`src/rtl/sram_mem_stage.sv`:
```
`default_nettype none
// ============================================================================
// Module  : sram_mem_stage
// Brief   : LDR/STR memory stage; 32-bit access to 16-bit SRAM in two halfword phases.
// Revision: 1.0 - initial release
// ============================================================================
module sram_mem_stage #(
   parameter int BASE_ADDR   = 1024,
   parameter int SRAM_AW     = 18,
   parameter int WAIT_CYCLES = 2
) (
   input  logic               clk,
   input  logic               rst,
   input  logic               MEM_R_EN,
   input  logic               MEM_W_EN,
   input  logic [31:0]        ALU_Res,
   input  logic [31:0]        ST_val,
   output logic               ready,
   output logic [31:0]        read_data,
   output logic [SRAM_AW-1:0] SRAM_ADDR,
   output logic               SRAM_WE_N,
   output logic [15:0]        SRAM_DQ_OUT,
   output logic               SRAM_DQ_OE,
   input  logic [15:0]        SRAM_DQ_IN
);

   localparam int            C_CW   = (WAIT_CYCLES < 2) ? 1 : $clog2(WAIT_CYCLES + 1);
   localparam logic [C_CW-1:0] C_LAST = C_CW'(WAIT_CYCLES);

   typedef enum logic [1:0] {
      S_IDLE = 2'd0,
      S_LOW  = 2'd1,
      S_HIGH = 2'd2,
      S_DONE = 2'd3
   } state_t;

   state_t              r_state;
   state_t              w_next;
   logic [C_CW-1:0]     r_cnt;
   logic                r_is_write;
   logic [SRAM_AW-2:0]  r_word_idx;
   logic [31:0]         r_data;
   logic [15:0]         r_rd_lo;
   logic [31:0]         r_read_data;

   logic                w_req;
   logic                w_last;
   logic [SRAM_AW-2:0]  w_word_idx;

   assign w_req      = MEM_W_EN | MEM_R_EN;
   assign w_last     = (r_cnt == C_LAST);
   // Word index relative to BASE_ADDR with 32-bit wrap; byte offset bits dropped.
   assign w_word_idx = (SRAM_AW-1)'((ALU_Res - 32'(BASE_ADDR)) >> 2);
   assign read_data  = r_read_data;

   always_ff @(posedge clk) begin
      if (rst) begin
         r_state <= S_IDLE;
         r_cnt   <= '0;
      end else begin
         r_state <= w_next;
         if ((r_state == S_LOW || r_state == S_HIGH) && !w_last)
            r_cnt <= r_cnt + 1'b1;
         else
            r_cnt <= '0;
      end
   end

   always_comb begin
      w_next      = r_state;
      ready       = 1'b0;
      SRAM_ADDR   = '0;
      SRAM_WE_N   = 1'b1;
      SRAM_DQ_OUT = '0;
      SRAM_DQ_OE  = 1'b0;
      case (r_state)
         S_IDLE: begin
            ready = ~w_req;
            if (w_req)
               w_next = S_LOW;
         end
         S_LOW, S_HIGH: begin
            SRAM_ADDR = {r_word_idx, (r_state == S_HIGH)};
            if (r_is_write) begin
               SRAM_DQ_OE  = 1'b1;
               SRAM_DQ_OUT = (r_state == S_HIGH) ? r_data[31:16] : r_data[15:0];
               // Release WE_N on the last cycle so the SRAM latches on its rising edge.
               SRAM_WE_N   = w_last;
            end
            if (w_last)
               w_next = (r_state == S_LOW) ? S_HIGH : S_DONE;
         end
         S_DONE: begin
            ready  = 1'b1;
            w_next = S_IDLE;
         end
         default: w_next = S_IDLE;
      endcase
   end

   always_ff @(posedge clk) begin
      if (rst) begin
         r_is_write  <= 1'b0;
         r_word_idx  <= '0;
         r_data      <= '0;
         r_rd_lo     <= '0;
         r_read_data <= '0;
      end else begin
         if (r_state == S_IDLE && w_req) begin
            r_is_write <= MEM_W_EN;
            r_word_idx <= w_word_idx;
            r_data     <= ST_val;
         end
         if (r_state == S_LOW && w_last && !r_is_write)
            r_rd_lo <= SRAM_DQ_IN;
         if (r_state == S_HIGH && w_last && !r_is_write)
            r_read_data <= {SRAM_DQ_IN, r_rd_lo};
      end
   end

endmodule
`default_nettype wire

```
`config.mk`:
```
export PLATFORM = sky130hd
export DESIGN_NAME = sram_mem_stage
export DESIGN_NICKNAME = d
export VERILOG_FILES = /design/src/rtl/sram_mem_stage.sv
export SDC_FILE = /design/constraint.sdc
export NUM_CORES = 1
export LEC_CHECK = 0
export ABC_AREA = 1
export CAP_MARGIN = 20
export CORE_MARGIN = 1
export CORE_UTILIZATION = 25
export CTS_BUF_LIST = sky130_fd_sc_hd__clkbuf_4 sky130_fd_sc_hd__clkbuf_8 sky130_fd_sc_hd__clkbuf_16
export DETAILED_ROUTE_END_ITERATION = 16
export HOLD_SLACK_MARGIN = 0.05
export PLACE_DENSITY = 0.53
export SLEW_MARGIN = 10
export SYNTH_ARGS = -nofsm -noshare
export SYNTH_HDL_FRONTEND = slang
export SYNTH_SLANG_ARGS = --single-unit
```
`constraint.sdc`:
```
create_clock -name clk -period 2.17 [get_ports clk]
set_clock_uncertainty 0.05 [all_clocks]
set_input_delay 0.217 -clock clk [delete_from_list [all_inputs] [get_ports clk]]
set_output_delay 0.217 -clock clk [all_outputs]
set_load 0.01 [all_outputs]
```
==> out/metrics.cfg <==
[timing]
rsz0062_at_grt = yes
slew_headroom_pct = 63.4
worst_pin_slew_ps = 548
whs_ps = 380
post-route-period-util_pct = 95.7
fin_crit_ps = 2080
finalSetupViolCount = 0
tns_ps = 0
fmax_mhz = 482
slew_violations = 0
hold_violations = 0

[finish]
area_delta_synth_final_pct = 48.1
postLayoutCoreUtil_pct = 38.4
num-nets-final = 812
antenna_cells = 0
drive_gt1_share_pct = 6.74
fin_cells = 943

[critical_path]
cp_slowest_cell = dfxtp_2
reg2reg_depth = 7
max_stage_delay_ps = 350
crit_path_max_fanout = 12
r2r_end = r_rd_lo[3]$_SDFFE_PP0P_
required_ps = 1900
cp_cell_sequence = inv_1 -> ha_4 -> buf_4 -> buf_12 -> nand3_1 -> dlygate4sd2_1
arrival_ps = 1810
path_depth = 6
critPathLaunchType = register
cp_top_family = buffers and inverters
cp_num_buf_inv = 4
rr_startpoint = r_state[1]$_SDFFE_PP0P_
end_kind = primary output
crit_path_start = r_state[1]$_SDFFE_PP0P_
worstSetupPathType = reg -> out
r2r_slack_ps = 410

[clock_tree]
clock_path_buffers = 2
clk_pin_slew_worst_paths_ps = 70
cts_tree = built
numCtsBuffers = 9
insertion_delay_ps = 350
hold_buffers = 0
root_buffer = clkbuf_16
h-tree-depth = 3
cts.sinks = 102

[power]
swShare_pct = 33.8
irDropWorstVdd_mv = 0.500
power_w = 0.00646
pwr-share-seq_pct = 37.4
power_density_nw_per_um2 = 1040
p_clk_share_pct = 27.0
power_leakage_nw = 2.99
net-switching-power_w = 0.00219
combPwrFrac_pct = 35.6
p_int_w = 0.00427

[drt]
drt-initial-drc-count = 214
wire_per_inst_microns = 13.2
vias = 4187
wl_microns = 12400
detail_route.first_pass.iterations = 4
drc = 0
final_antenna_net_count = 0
via_per_inst = 4.44

[global_routing]
overflow = 0
grt_max_degree = 98
grt_first_pass_wirelength_microns = 20100
grt_pass1_vias = 4048
grt_use_total_pct = 14.6
antenna_found_initial = 0

[hold_path]
min_to = r_cnt[0]$_SDFF_PP0_
hold-path-cell-count = 1
worstHoldStart = r_cnt[0]$_SDFF_PP0_
hold_path_class = reg -> reg

[yosys]
synth_area_per_cell_sq_um = 7.01
yosysWarnings = 0
seq_area_frac_synth_pct = 48.8
yosysUniqueCellTypes = 18
ys_ff_latch = 102
syn_nets = 687
netlist_area_sq_um = 4180
synth_cells = 597

[run_status]
status = finished clean

[floorplanning]
die_area_sq_um = 17300
die_h_microns = 131
num_rows = 46
io_pins = 153
initial_core_util_pct = 26.0
fp.dieW_microns = 131
core_area_sq_um = 16100

[place]
globalplace.congestion = 0.834
hpwl_microns = 7940
dp.cells = 922
port_buffers = 137

[run]
cap_violations = 0

## how the worst max path moves through the flow
stage | to
final | SRAM_WE_N
after global routing | SRAM_DQ_OUT[6]
after CTS | SRAM_DQ_OUT[14]
after detailed placement | r_rd_lo[3]$_SDFFE_PP0P_
after global placement | SRAM_DQ_OUT[0]
after floorplan | SRAM_DQ_OUT[10]
## power by group through the flow
stage / Combinational [W] / Sequential [W] / Clock, W
2_1_floorplan: 0.00130 / 0.00241 / 0
3_3_place_gp: 0.00204 / 0.00243 / 0
3_5_place_dp: 0.00207 / 0.00244 / 0
4_1_cts: 0.00232 / 0.00241 / 0.00181
5_1_grt: 0.00258 / 0.00246 / 0.00186
6_report: 0.00230 / 0.00241 / 0.00175
## per-layer routing
| layer | wire (microns) | track usage, % |
|---|---|---|
| met4 | 165 | 4.72 |
| met1 | 5790 | 17.7 |
| met5 | 0 | 0 |
| met2 | 5630 | 23.8 |
| met3 | 860 | 5.21 |
## layout make-up
type | count | area [sq um]
well taps | 216 | 270
flip-flops and latches | 102 | 2040
inverters | 45 | 178
fillers | 1673 | 9920
clock inverters | 4 | 70.1
clock buffers | 12 | 254
repair buffers | 148 | 1500
multi-input cells | 416 | 1880
## per-stage QoR
stage	setup WS, ps	cell area, sq um
final	93.8	6190
after detailed placement	21.8	5740
after global placement	75.3	5740
after floorplan	403	4180
after global routing	-1.47	6190
after CTS	-172	6140
## cells by family after synthesis
logic type | Yosys count | share of synthesized area [%]
AOI/OAI and AO/OA | 109 | 13.0
buffers and inverters | 80 | 7.95
adders and majority gates | 6 | 1.79
and+or+nand+nor | 299 | 28.2
DFF | 102 | 48.8
xor gates and xnor gates | 1 | 0.209
## sequential cells by signal, summed over array words and instances (netlist names)
name and cells:
r_cnt 2, r_data 32, r_is_write 1, r_rd_lo 16, r_state 2, r_word_idx 17
read_data 32
## Yosys cell counts
cell,n,area (sq um)
nor3_1,15,75.1
a21oi_1,8,40.0
nand2_2,1,6.26
nand2_1,41,154
buf_2,14,70.1
dfxtp_1,102,2040
buf_4,4,30.0
o21ai_1,3,15.0
xnor2_1,1,8.76
nor3_4,2,32.5
nor2_1,231,867
ha_1,6,75.1
buf_1,1,3.75
clkbuf_1,16,60.1
inv_1,41,154
inv_2,4,15.0
nand3_1,9,45.0
o21ai_0,98,490
## timing repair
action / 4_1_cts / 5_1_grt
setup endpoints to repair: 37 / 26
buffers inserted: 1 / 2
pin swaps: 1 / 2
hold endpoints to repair: 0 / 0
gates resized for setup: 46 / 14
cloned: 2 / 0
## cell usage in the layout (no fill, tap or decap), drive strengths merged, types with 10 or more instances in the layout
cell           Yosys  layout
inv               45      44
dfxtp            102     102
nor2             231     231
o21ai            101     101
nor3              17      17
buf               19      10
nand2             42      43
dlygate4sd2        0      29
clkbuf            16      12
clkdlybuf4s50      0     101
Power figures use the tool's default switching activity.
